File: src/rtl/tdoa_result_averager.sv
// Averages 2**LOG2_AVG in-window correlator lag pairs and re-arms the correlator after each event.
// Edge to result_valid/correlator_reset in 2 cycles; result held until result_ready. Option: TDOA_REJECT_COUNT_EN.
module tdoa_result_averager #(
   parameter int CENTER       = 128,
   parameter int MAX_LAG      = 40,
   parameter int LOG2_AVG     = 2,
   parameter int REARM_CYCLES = 4
) (
   input  logic       clk,
   input  logic       reset,
   input  logic       done,
   input  logic [7:0] offset_1,
   input  logic [7:0] offset_2,
   output logic       correlator_reset,
   output logic       result_valid,
   input  logic       result_ready,
   output logic [8:0] lag_1,
   output logic [8:0] lag_2
`ifdef TDOA_REJECT_COUNT_EN
   ,
   output logic [15:0] reject_count
`endif
);

   localparam int ACC_W = 9 + LOG2_AVG;
   localparam int CNT_W = LOG2_AVG + 1;
   localparam int RA_W  = $clog2(REARM_CYCLES + 1);

   localparam logic        [8:0]       LP_CENTER = 9'(CENTER);
   localparam logic signed [8:0]       LP_MAX    = 9'(MAX_LAG);
   localparam logic signed [8:0]       LP_MIN    = 9'(-MAX_LAG);
   localparam logic        [CNT_W-1:0] LP_AVG_N  = CNT_W'(2 ** LOG2_AVG);

   typedef enum logic [1:0] {S_IDLE, S_CHECK, S_OUTPUT, S_REARM} state_t;

   state_t                   r_state;
   state_t                   w_next;
   logic                     r_done_q;
   logic [7:0]               r_off_1;
   logic [7:0]               r_off_2;
   logic signed [ACC_W-1:0]  r_acc_1;
   logic signed [ACC_W-1:0]  r_acc_2;
   logic [CNT_W-1:0]         r_cnt;
   logic [RA_W-1:0]          r_rearm;
   logic [8:0]               r_lag_1;
   logic [8:0]               r_lag_2;

   logic                     w_event;
   logic signed [8:0]        w_lag_1;
   logic signed [8:0]        w_lag_2;
   logic                     w_reject;
   logic signed [ACC_W-1:0]  w_acc_1;
   logic signed [ACC_W-1:0]  w_acc_2;
   logic [CNT_W-1:0]         w_cnt_inc;
   logic                     w_full;
   logic [8:0]               w_avg_1;
   logic [8:0]               w_avg_2;

   assign w_event   = done & ~r_done_q & (r_state == S_IDLE);
   assign w_lag_1   = {1'b0, r_off_1} - LP_CENTER;
   assign w_lag_2   = {1'b0, r_off_2} - LP_CENTER;
   assign w_reject  = (w_lag_1 > LP_MAX) || (w_lag_1 < LP_MIN) ||
                      (w_lag_2 > LP_MAX) || (w_lag_2 < LP_MIN);
   // Size casts of signed lags sign-extend into the accumulator width.
   assign w_acc_1   = r_acc_1 + ACC_W'(w_lag_1);
   assign w_acc_2   = r_acc_2 + ACC_W'(w_lag_2);
   assign w_cnt_inc = r_cnt + CNT_W'(1);
   assign w_full    = (w_cnt_inc == LP_AVG_N);
   assign w_avg_1   = 9'(w_acc_1 >>> LOG2_AVG);
   assign w_avg_2   = 9'(w_acc_2 >>> LOG2_AVG);

   assign lag_1 = r_lag_1;
   assign lag_2 = r_lag_2;

   always_ff @(posedge clk) begin
      if (reset) r_state <= S_IDLE;
      else       r_state <= w_next;
   end

   always_comb begin
      w_next           = r_state;
      result_valid     = 1'b0;
      correlator_reset = 1'b0;
      case (r_state)
         S_IDLE:   if (w_event) w_next = S_CHECK;
         S_CHECK:  w_next = (!w_reject && w_full) ? S_OUTPUT : S_REARM;
         S_OUTPUT: begin
            result_valid = 1'b1;
            if (result_ready) w_next = S_REARM;
         end
         S_REARM:  begin
            correlator_reset = 1'b1;
            if (r_rearm == '0) w_next = S_IDLE;
         end
         default:  w_next = S_IDLE;
      endcase
   end

   always_ff @(posedge clk) begin
      if (reset) begin
         r_done_q <= 1'b0;
         r_off_1  <= '0;
         r_off_2  <= '0;
         r_acc_1  <= '0;
         r_acc_2  <= '0;
         r_cnt    <= '0;
         r_rearm  <= '0;
         r_lag_1  <= '0;
         r_lag_2  <= '0;
      end else begin
         r_done_q <= done;
         if (w_event) begin
            r_off_1 <= offset_1;
            r_off_2 <= offset_2;
         end
         if (r_state == S_CHECK && !w_reject) begin
            r_acc_1 <= w_acc_1;
            r_acc_2 <= w_acc_2;
            r_cnt   <= w_cnt_inc;
            if (w_full) begin
               r_lag_1 <= w_avg_1;
               r_lag_2 <= w_avg_2;
            end
         end
         if (r_state == S_OUTPUT && result_ready) begin
            r_acc_1 <= '0;
            r_acc_2 <= '0;
            r_cnt   <= '0;
         end
         // Loaded on REARM entry so the pulse lasts exactly REARM_CYCLES.
         if (w_next == S_REARM && r_state != S_REARM)
            r_rearm <= RA_W'(REARM_CYCLES - 1);
         else if (r_state == S_REARM && r_rearm != '0)
            r_rearm <= r_rearm - RA_W'(1);
      end
   end

`ifdef TDOA_REJECT_COUNT_EN
   logic [15:0] r_reject_count;

   always_ff @(posedge clk) begin
      if (reset)
         r_reject_count <= '0;
      else if (r_state == S_CHECK && w_reject && r_reject_count != 16'hFFFF)
         r_reject_count <= r_reject_count + 16'd1;
   end

   assign reject_count = r_reject_count;
`endif

endmodule

File: config.mk
export PLATFORM = sky130hd
export DESIGN_NAME = tdoa_result_averager
export DESIGN_NICKNAME = d
export VERILOG_FILES = /design/src/rtl/tdoa_result_averager.sv
export SDC_FILE = /design/constraint.sdc
export NUM_CORES = 1
export LEC_CHECK = 0
export CELL_PAD_IN_SITES_DETAIL_PLACEMENT = 0
export CELL_PAD_IN_SITES_GLOBAL_PLACEMENT = 1
export CORE_ASPECT_RATIO = 0.7
export CORE_MARGIN = 2
export CORE_UTILIZATION = 47
export CTS_BUF_LIST = sky130_fd_sc_hd__clkbuf_2 sky130_fd_sc_hd__clkbuf_4 sky130_fd_sc_hd__clkbuf_8
export DETAILED_ROUTE_END_ITERATION = 8
export PLACE_DENSITY_LB_ADDON = 0.08
export SLEW_MARGIN = 20
export SYNTH_ARGS = -nofsm -noshare
export SYNTH_HDL_FRONTEND = slang
export SYNTH_SLANG_ARGS = --single-unit
File: constraint.sdc
create_clock -name clk -period 4.6 [get_ports clk]
set_clock_uncertainty 0.05 [all_clocks]
set_input_delay 0.69 -clock clk [delete_from_list [all_inputs] [get_ports clk]]
set_output_delay 0.69 -clock clk [all_outputs]
set_load 0.02 [all_outputs]
==> results of run 1 <==
-- state kept, by name, indices dropped and copies added, names as in the netlist --
register  cells
r_cnt         3
r_off_1       8
r_off_2       8
lag_1         9
lag_2         9
r_rearm       3
r_acc_1      11
r_done_q      1
r_state       2
r_acc_2      11
-- worst min-delay path, delay by kind of cell (launching register included) --
family          cells  cell delay (ns)
compound gates      1             0.05
flops               1             0.31
simple gates        1             0.05
-- layer usage --
metal | wire (µm) | vias to the layer above
met1 | 4610 | 1465
met3 | 379 | 9
met2 | 3360 | 70
li1 | - | 1628
met5 | 0 | -
met4 | 97 | 0
-- cell type report --
| type | count | area, µm² |
|---|---|---|
| well taps | 98 | 123 |
| flip-flops and latches | 65 | 1300 |
| inverters | 14 | 52.6 |
| fillers | 722 | 3090 |
| multi-input cells | 334 | 2070 |
| clock buffers | 12 | 159 |
| repair buffers | 43 | 420 |
| clock inverters | 3 | 40.0 |
-- power groups by stage --
| stage | combinational [W] | sequential [W] | clock, W |
|---|---|---|---|
| final | 0.000160 | 0.000603 | 0.000496 |
| after global routing | 0.000181 | 0.000606 | 0.000530 |
| after CTS | 0.000160 | 0.000603 | 0.000511 |
| after detailed placement | 0.000159 | 0.000616 | 0 |
| after global placement | 0.000159 | 0.000615 | 0 |
| after floorplan | 0.000111 | 0.000608 | 0 |
-- stage by stage --
stage / util / setup slack [ns] / hold WS, ns / std cells / total power, W
after floorplan: - / 2.63 / 0.390 / 430 / 0.000719
after global placement: 0.547 / 2.02 / 0.397 / 554 / 0.000774
after detailed placement: 0.547 / 1.96 / 0.405 / 554 / 0.000775
after CTS: 0.574 / 2.14 / 0.414 / 569 / 0.00127
after global routing: 0.574 / 1.93 / 0.433 / 569 / 0.00132
final: 0.574 / 2.08 / 0.411 / 569 / 0.00126
-- path summary, 6_finish.rpt --
path | start | endpoint | slack [ns] | cells after the start
hold reg to reg | r_acc_2[0]$_SDFFE_PP0P_ | r_acc_2[0]$_SDFFE_PP0P_ | 0.41 | 2
setup reg to reg | r_off_1[0]$_SDFFE_PP0P_ | lag_1[8]$_SDFFE_PP0P_ | 2.08 | 8
hold / removal | r_acc_2[0]$_SDFFE_PP0P_ | r_acc_2[0]$_SDFFE_PP0P_ | 0.41 | 2
setup / recovery | r_off_1[0]$_SDFFE_PP0P_ | lag_1[8]$_SDFFE_PP0P_ | 2.08 | 8
-- cell usage in the layout (no fill, tap or decap), types with 4 or more instances in the layout --
master           instances
dfxtp_1                 65
nand4_1                  6
nand2b_1                10
nor2_1                  11
o22ai_1                  5
buf_4                    4
o211ai_1                 8
clkdlybuf4s50_1         39
o21ai_0                 30
o21a_1                   5
nand3_1                 16
clkbuf_8                11
inv_1                   14
nor3b_1                  4
xnor2_1                  6
nor2b_1                  6
xor2_1                   5
nand2_1                 76
or3_1                    4
ha_1                    24
and2_1                   4
a211oi_1                 7
a21oi_1                 66
-- cells by family after synthesis --
group                    after synthesis
AO/OA/AOI/OAI                        148
XOR/XNOR                              11
adder cells (fa/ha/maj)               26
buffers and inverters                 31
flip-flops                            65
multiplexers                           1
AND/OR/NAND/NOR                      148
==> flow_summary.json, run 1 <==
{
  "netlist_area_um2": 3500,
  "drive_gt1_frac": 0.0616,
  "cpPeakStageDelay_ns": 0.44,
  "leakagePower_nw": 1.61,
  "slew_viol_final": 0,
  "slowest_stage": "a211oi_1",
  "vdd_drop_max_v": 0.000163,
  "dieArea_um2": 8160,
  "synth_top_family_by_area": "compound AO/OA/AOI/OAI gates",
  "hpwlAfterDp_mm": 6.08,
  "yosys.area_share.simple": 0.204,
  "dr.pass1.iters": 4,
  "crit_arrival_ns": 2.69,
  "clock_sinks": 65,
  "synthXorXnorAreaFrac": 0.0275,
  "viasPerCell": 5.57,
  "fp.dieH_um": 76.2,
  "synthesis.nets": 476,
  "drtIter0Drc": 168,
  "pwr_density_cell_nw_per_um2": 302,
  "rows": 26,
  "wl_per_cell_um": 14.8,
  "relSlewSlack": 0.457,
  "finalSetupViolCount": 0,
  "yosysWarnings": 0,
  "cts-htree-levels": 3,
  "cts_made_buffers": 9,
  "tightest_slew_ns": 0.815,
  "antenna_found_initial": 0,
  "fin_area_um2": 4170,
  "worst_path_dominant_cell_family": "compound AO/OA/AOI/OAI gates",
  "switching_share": 0.259,
  "drcViolationCount": 0,
  "synthToLayoutAreaGrowth_pct": 19.1,
  "cts_tree": "yes",
  "portBuffers": 39,
  "grtUsageMet2": 0.304,
  "synth_compound_area_frac": 0.260,
  "p_clk_frac": 0.394,
  "grt_pass1_wl_mm": 14.0,
  "synth_edf_count": 0,
  "die_w_um": 107,
  "ys_seq_elements": 65,
  "clockBufferDepth": 2,
  "start_util": 0.482,
  "placed_area_um2": 3970,
  "maxCapViolations": 0,
  "gp_congestion": 0.845,
  "run_status": "finished, final reports clean",
  "max_freq_mhz": 396,
  "combinationalPowerShare": 0.127,
  "ys_top_cells_by_count": "nand2_1, a21oi_1, dfxtp_1, o21ai_0, ha_1",
  "pin_count": 40,
  "antennaDiodeCount": 0,
  "coreArea_um2": 7250,
  "post-synth-top-count-cell": "nand2_1",
  "netlist-cell-type-count": 48,
  "cts_root_buf": "clkbuf_8",
  "cts_setup_buffers": 0,
  "synth_top_area_frac": 0.372,
  "grt_max_degree": 40,
  "synth_top_area_cell": "dfxtp_1",
  "period_minus_slack_ns": 2.52,
  "yosysSeqAreaShare": 0.372,
  "worst-setup-path-type": "reg2reg",
  "synth_ff_type": "dfxtp_1",
  "clkLatencyLatePin_ns": 0.35,
  "finalNetCount": 513,
  "gr-usage-met3": 0.0488,
  "cts.reportedPaths.clkPinSlew_ns": 0.07,
  "synthTopCellsByArea": "dfxtp_1, a21oi_1, ha_1, nand2_1, o21ai_0",
  "cp.required_ns": 4.77,
  "p_int_w": 0.000933,
  "grt_usage": 0.218,
  "hold_class": "reg2reg",
  "critical_path.max_fanout": 5,
  "p_seq_frac": 0.479,
  "synthAdderAreaFrac": 0.0973,
  "grt_pass1_vias": 2868,
  "crit_path_end_kind": "flop",
  "postRouteAntennaNets": 0,
  "fin_crit_sh": 0.549,
  "synthMuxAreaShare": 0.00286,
  "synthArstFlopShare": 0,
  "netlist_instances": 430,
  "overflow": 0,
  "fin_setup_tns_ns": 0,
  "setup.worst_path.start_class": "flop",
  "grt_most_used_layer": "met1",
  "wl_mm": 8.45,
  "cts_resized": 0,
  "syn-mean-instance-area_um2": 8.13,
  "crit_buf_inv": 1,
  "rsz0062_at_grt": "no",
  "hold_viol_final": 0,
  "p_sw_w": 0.000326,
  "grtUsageMet1": 0.330,
  "path_cells": "ha_1, inv_1, fa_1, nor2b_1, o31a_1, o21ai_0, a211oi_1, o22ai_1",
  "routed-via-count": 3172,
  "holdBufCountCts": 0
}
Note: power is estimated with default switching activity, not from simulation.
==> inputs of run 2 (changes only) <==
--- a/config.mk
+++ b/config.mk
@@ -9,7 +9,7 @@
 export CELL_PAD_IN_SITES_GLOBAL_PLACEMENT = 1
 export CORE_ASPECT_RATIO = 0.7
 export CORE_MARGIN = 2
-export CORE_UTILIZATION = 47
+export CORE_UTILIZATION = 39
 export CTS_BUF_LIST = sky130_fd_sc_hd__clkbuf_2 sky130_fd_sc_hd__clkbuf_4 sky130_fd_sc_hd__clkbuf_8
 export DETAILED_ROUTE_END_ITERATION = 8
 export PLACE_DENSITY_LB_ADDON = 0.08
==> constraint.sdc (replaced) <==
create_clock -name clk -period 2.3 [get_ports clk]
set_clock_uncertainty 0.05 [all_clocks]
set_input_delay 0.345 -clock clk [delete_from_list [all_inputs] [get_ports clk]]
set_output_delay 0.345 -clock clk [all_outputs]
set_load 0.02 [all_outputs]
==> run 2 against run 1 <==
  * Highest routed layer unchanged
  * Global-route usage fell by 2.8 points
  * Fmax increased by 15%
  * Non-clock buffer count rose by 11
  * Clock power grew 79%
  * Sequential power is 100% higher
==> flow_summary.json, run 2 (synthesized netlist as in run 1, its figures left out) <==
{
  "dieArea_um2": 9750,
  "layout_commonest_cell": "nand2_1",
  "hold_class": "reg2reg",
  "run_status": "finished, final reports clean",
  "fin_crit_sh": 0.952,
  "grt_usage": 0.189,
  "holdWs_ns": 0.410,
  "dr.max_layer_used": "met4",
  "finalPower_w": 0.00244,
  "antenna_found_initial": 0,
  "post-place-cells": 587,
  "period_minus_slack_ns": 2.19,
  "synthToLayoutAreaGrowth_pct": 22.7,
  "start_util": 0.407,
  "cts.reportedPaths.clkPinSlew_ns": 0.06,
  "hold_viol_final": 0,
  "p_clk_frac": 0.365,
  "cts_resized": 0,
  "cp.required_ns": 2.53,
  "routedLengthMet1_mm": 4.91,
  "switching_share": 0.268,
  "wl_per_cell_um": 14.7,
  "max_freq_mhz": 457,
  "fin_area_um2": 4290,
  "pwr_density_cell_nw_per_um2": 568,
  "cts_tree": "yes",
  "hpwlAfterDp_mm": 6.66,
  "p_seq_frac": 0.495,
  "cts_root_buf": "clkbuf_8",
  "combinationalPowerShare": 0.140,
  "routed-via-count": 3136,
  "viasPerCell": 5.20,
  "drive_gt1_frac": 0.0890,
  "dr.pass1.iters": 5,
  "overflow": 0,
  "coreArea_um2": 8580,
  "wl_met2_mm": 3.39,
  "postRouteAntennaNets": 0,
  "slew_viol_final": 0,
  "die_w_um": 117,
  "clockBufferDepth": 2,
  "crit_arrival_ns": 2.42,
  "vdd_drop_max_v": 0.000510,
  "cts_setup_buffers": 0,
  "drcViolationCount": 0,
  "setup.worst_path.start_class": "flop",
  "finalNetCount": 524,
  "instances_no_fill": 603,
  "finalSetupViolCount": 0,
  "tightest_slew_ns": 0.602,
  "critical_path.max_fanout": 31,
  "pin_count": 40,
  "p_int_w": 0.00178,
  "largest_registers": "r_acc_1: 11 flops, r_acc_2: 11 flops",
  "final_cell_mix": "nand2_1, a21oi_1, dfxtp_1, clkdlybuf4s50_1, o21ai_0",
  "clkLatencyLatePin_ns": 0.35,
  "holdBufCountCts": 0,
  "relSlewSlack": 0.598,
  "wl_met3_um": 496,
  "drtIter0Drc": 167,
  "grt_pass1_vias": 2842,
  "p_sw_w": 0.000653,
  "portBuffers": 39,
  "wl_mm": 8.86,
  "cts-htree-levels": 3,
  "maxCapViolations": 0,
  "crit_path_end_kind": "flop",
  "fp.dieH_um": 83.2,
  "grt_max_degree": 32,
  "antennaDiodeCount": 0,
  "rows": 28,
  "grt_pass1_wl_mm": 14.4,
  "clock_sinks": 65,
  "rsz0062_at_grt": "yes",
  "worst-setup-path-type": "reg2reg",
  "gp_congestion": 0.861,
  "leakagePower_nw": 1.68,
  "placed_area_um2": 4090,
  "cts_made_buffers": 9,
  "fin_setup_tns_ns": 0
}
-- run 2: cell types whose count changed in the layout (fill, tap and decap cells not counted), sizes merged --
cell,before,now
buf,4,15
bufinv,1,0
clkinv,2,3
clkbuf,12,13
-- run 2: final cells by class --
cell class	instances	area, µm²
well taps	120	150
clock buffers	13	166
inverters	14	52.6
multi-input cells	334	2090
repair buffers	54	515
flip-flops and latches	65	1300
fillers	873	4290
clock inverters	3	15.0
-- run 2: critical path: stages, from the launching register on --
cell and delay [ns]:
dfxtp_1 0.34, or4_1 0.53, a211oi_2 0.36, o221a_2 0.30, buf_12 0.18, o2111ai_1 0.17
a21oi_1 0.17
-- run 2: routing by layer --
layer	global-route usage	vias to the layer above
met1	0.294	1407
met2	0.255	78
met3	0.0526	7
met5	0	-
li1	-	1644
met4	0.0417	0
-- run 2: power by group through the flow --
stage | Combinational [W] | Clock (W) | Sequential (W)
after floorplan | 0.000223 | 0 | 0.00122
after global placement | 0.000336 | 0 | 0.00123
after detailed placement | 0.000335 | 0 | 0.00123
after CTS | 0.000337 | 0.000927 | 0.00121
after global routing | 0.000384 | 0.000965 | 0.00121
final | 0.000341 | 0.000889 | 0.00121
-- run 2: per-stage QoR --
stage	utilization	setup WS (ns)
after CTS	0.498	0.00358
final	0.500	0.110
after global placement	0.476	0.0667
after global routing	0.500	-0.0131
after detailed placement	0.476	0.0213
after floorplan	-	0.331
-- run 2: final timing paths --
check	cells past startpoint	endpoint	startpoint	slack [ns]
worst max-delay path	6	lag_1[6]$_SDFFE_PP0P_	r_off_1[1]$_SDFFE_PP0P_	0.11
worst min-delay path	2	r_acc_1[0]$_SDFFE_PP0P_	r_acc_1[0]$_SDFFE_PP0P_	0.41
worst min register to register	2	r_acc_1[0]$_SDFFE_PP0P_	r_acc_1[0]$_SDFFE_PP0P_	0.41
worst max register to register	6	lag_1[6]$_SDFFE_PP0P_	r_off_1[1]$_SDFFE_PP0P_	0.11
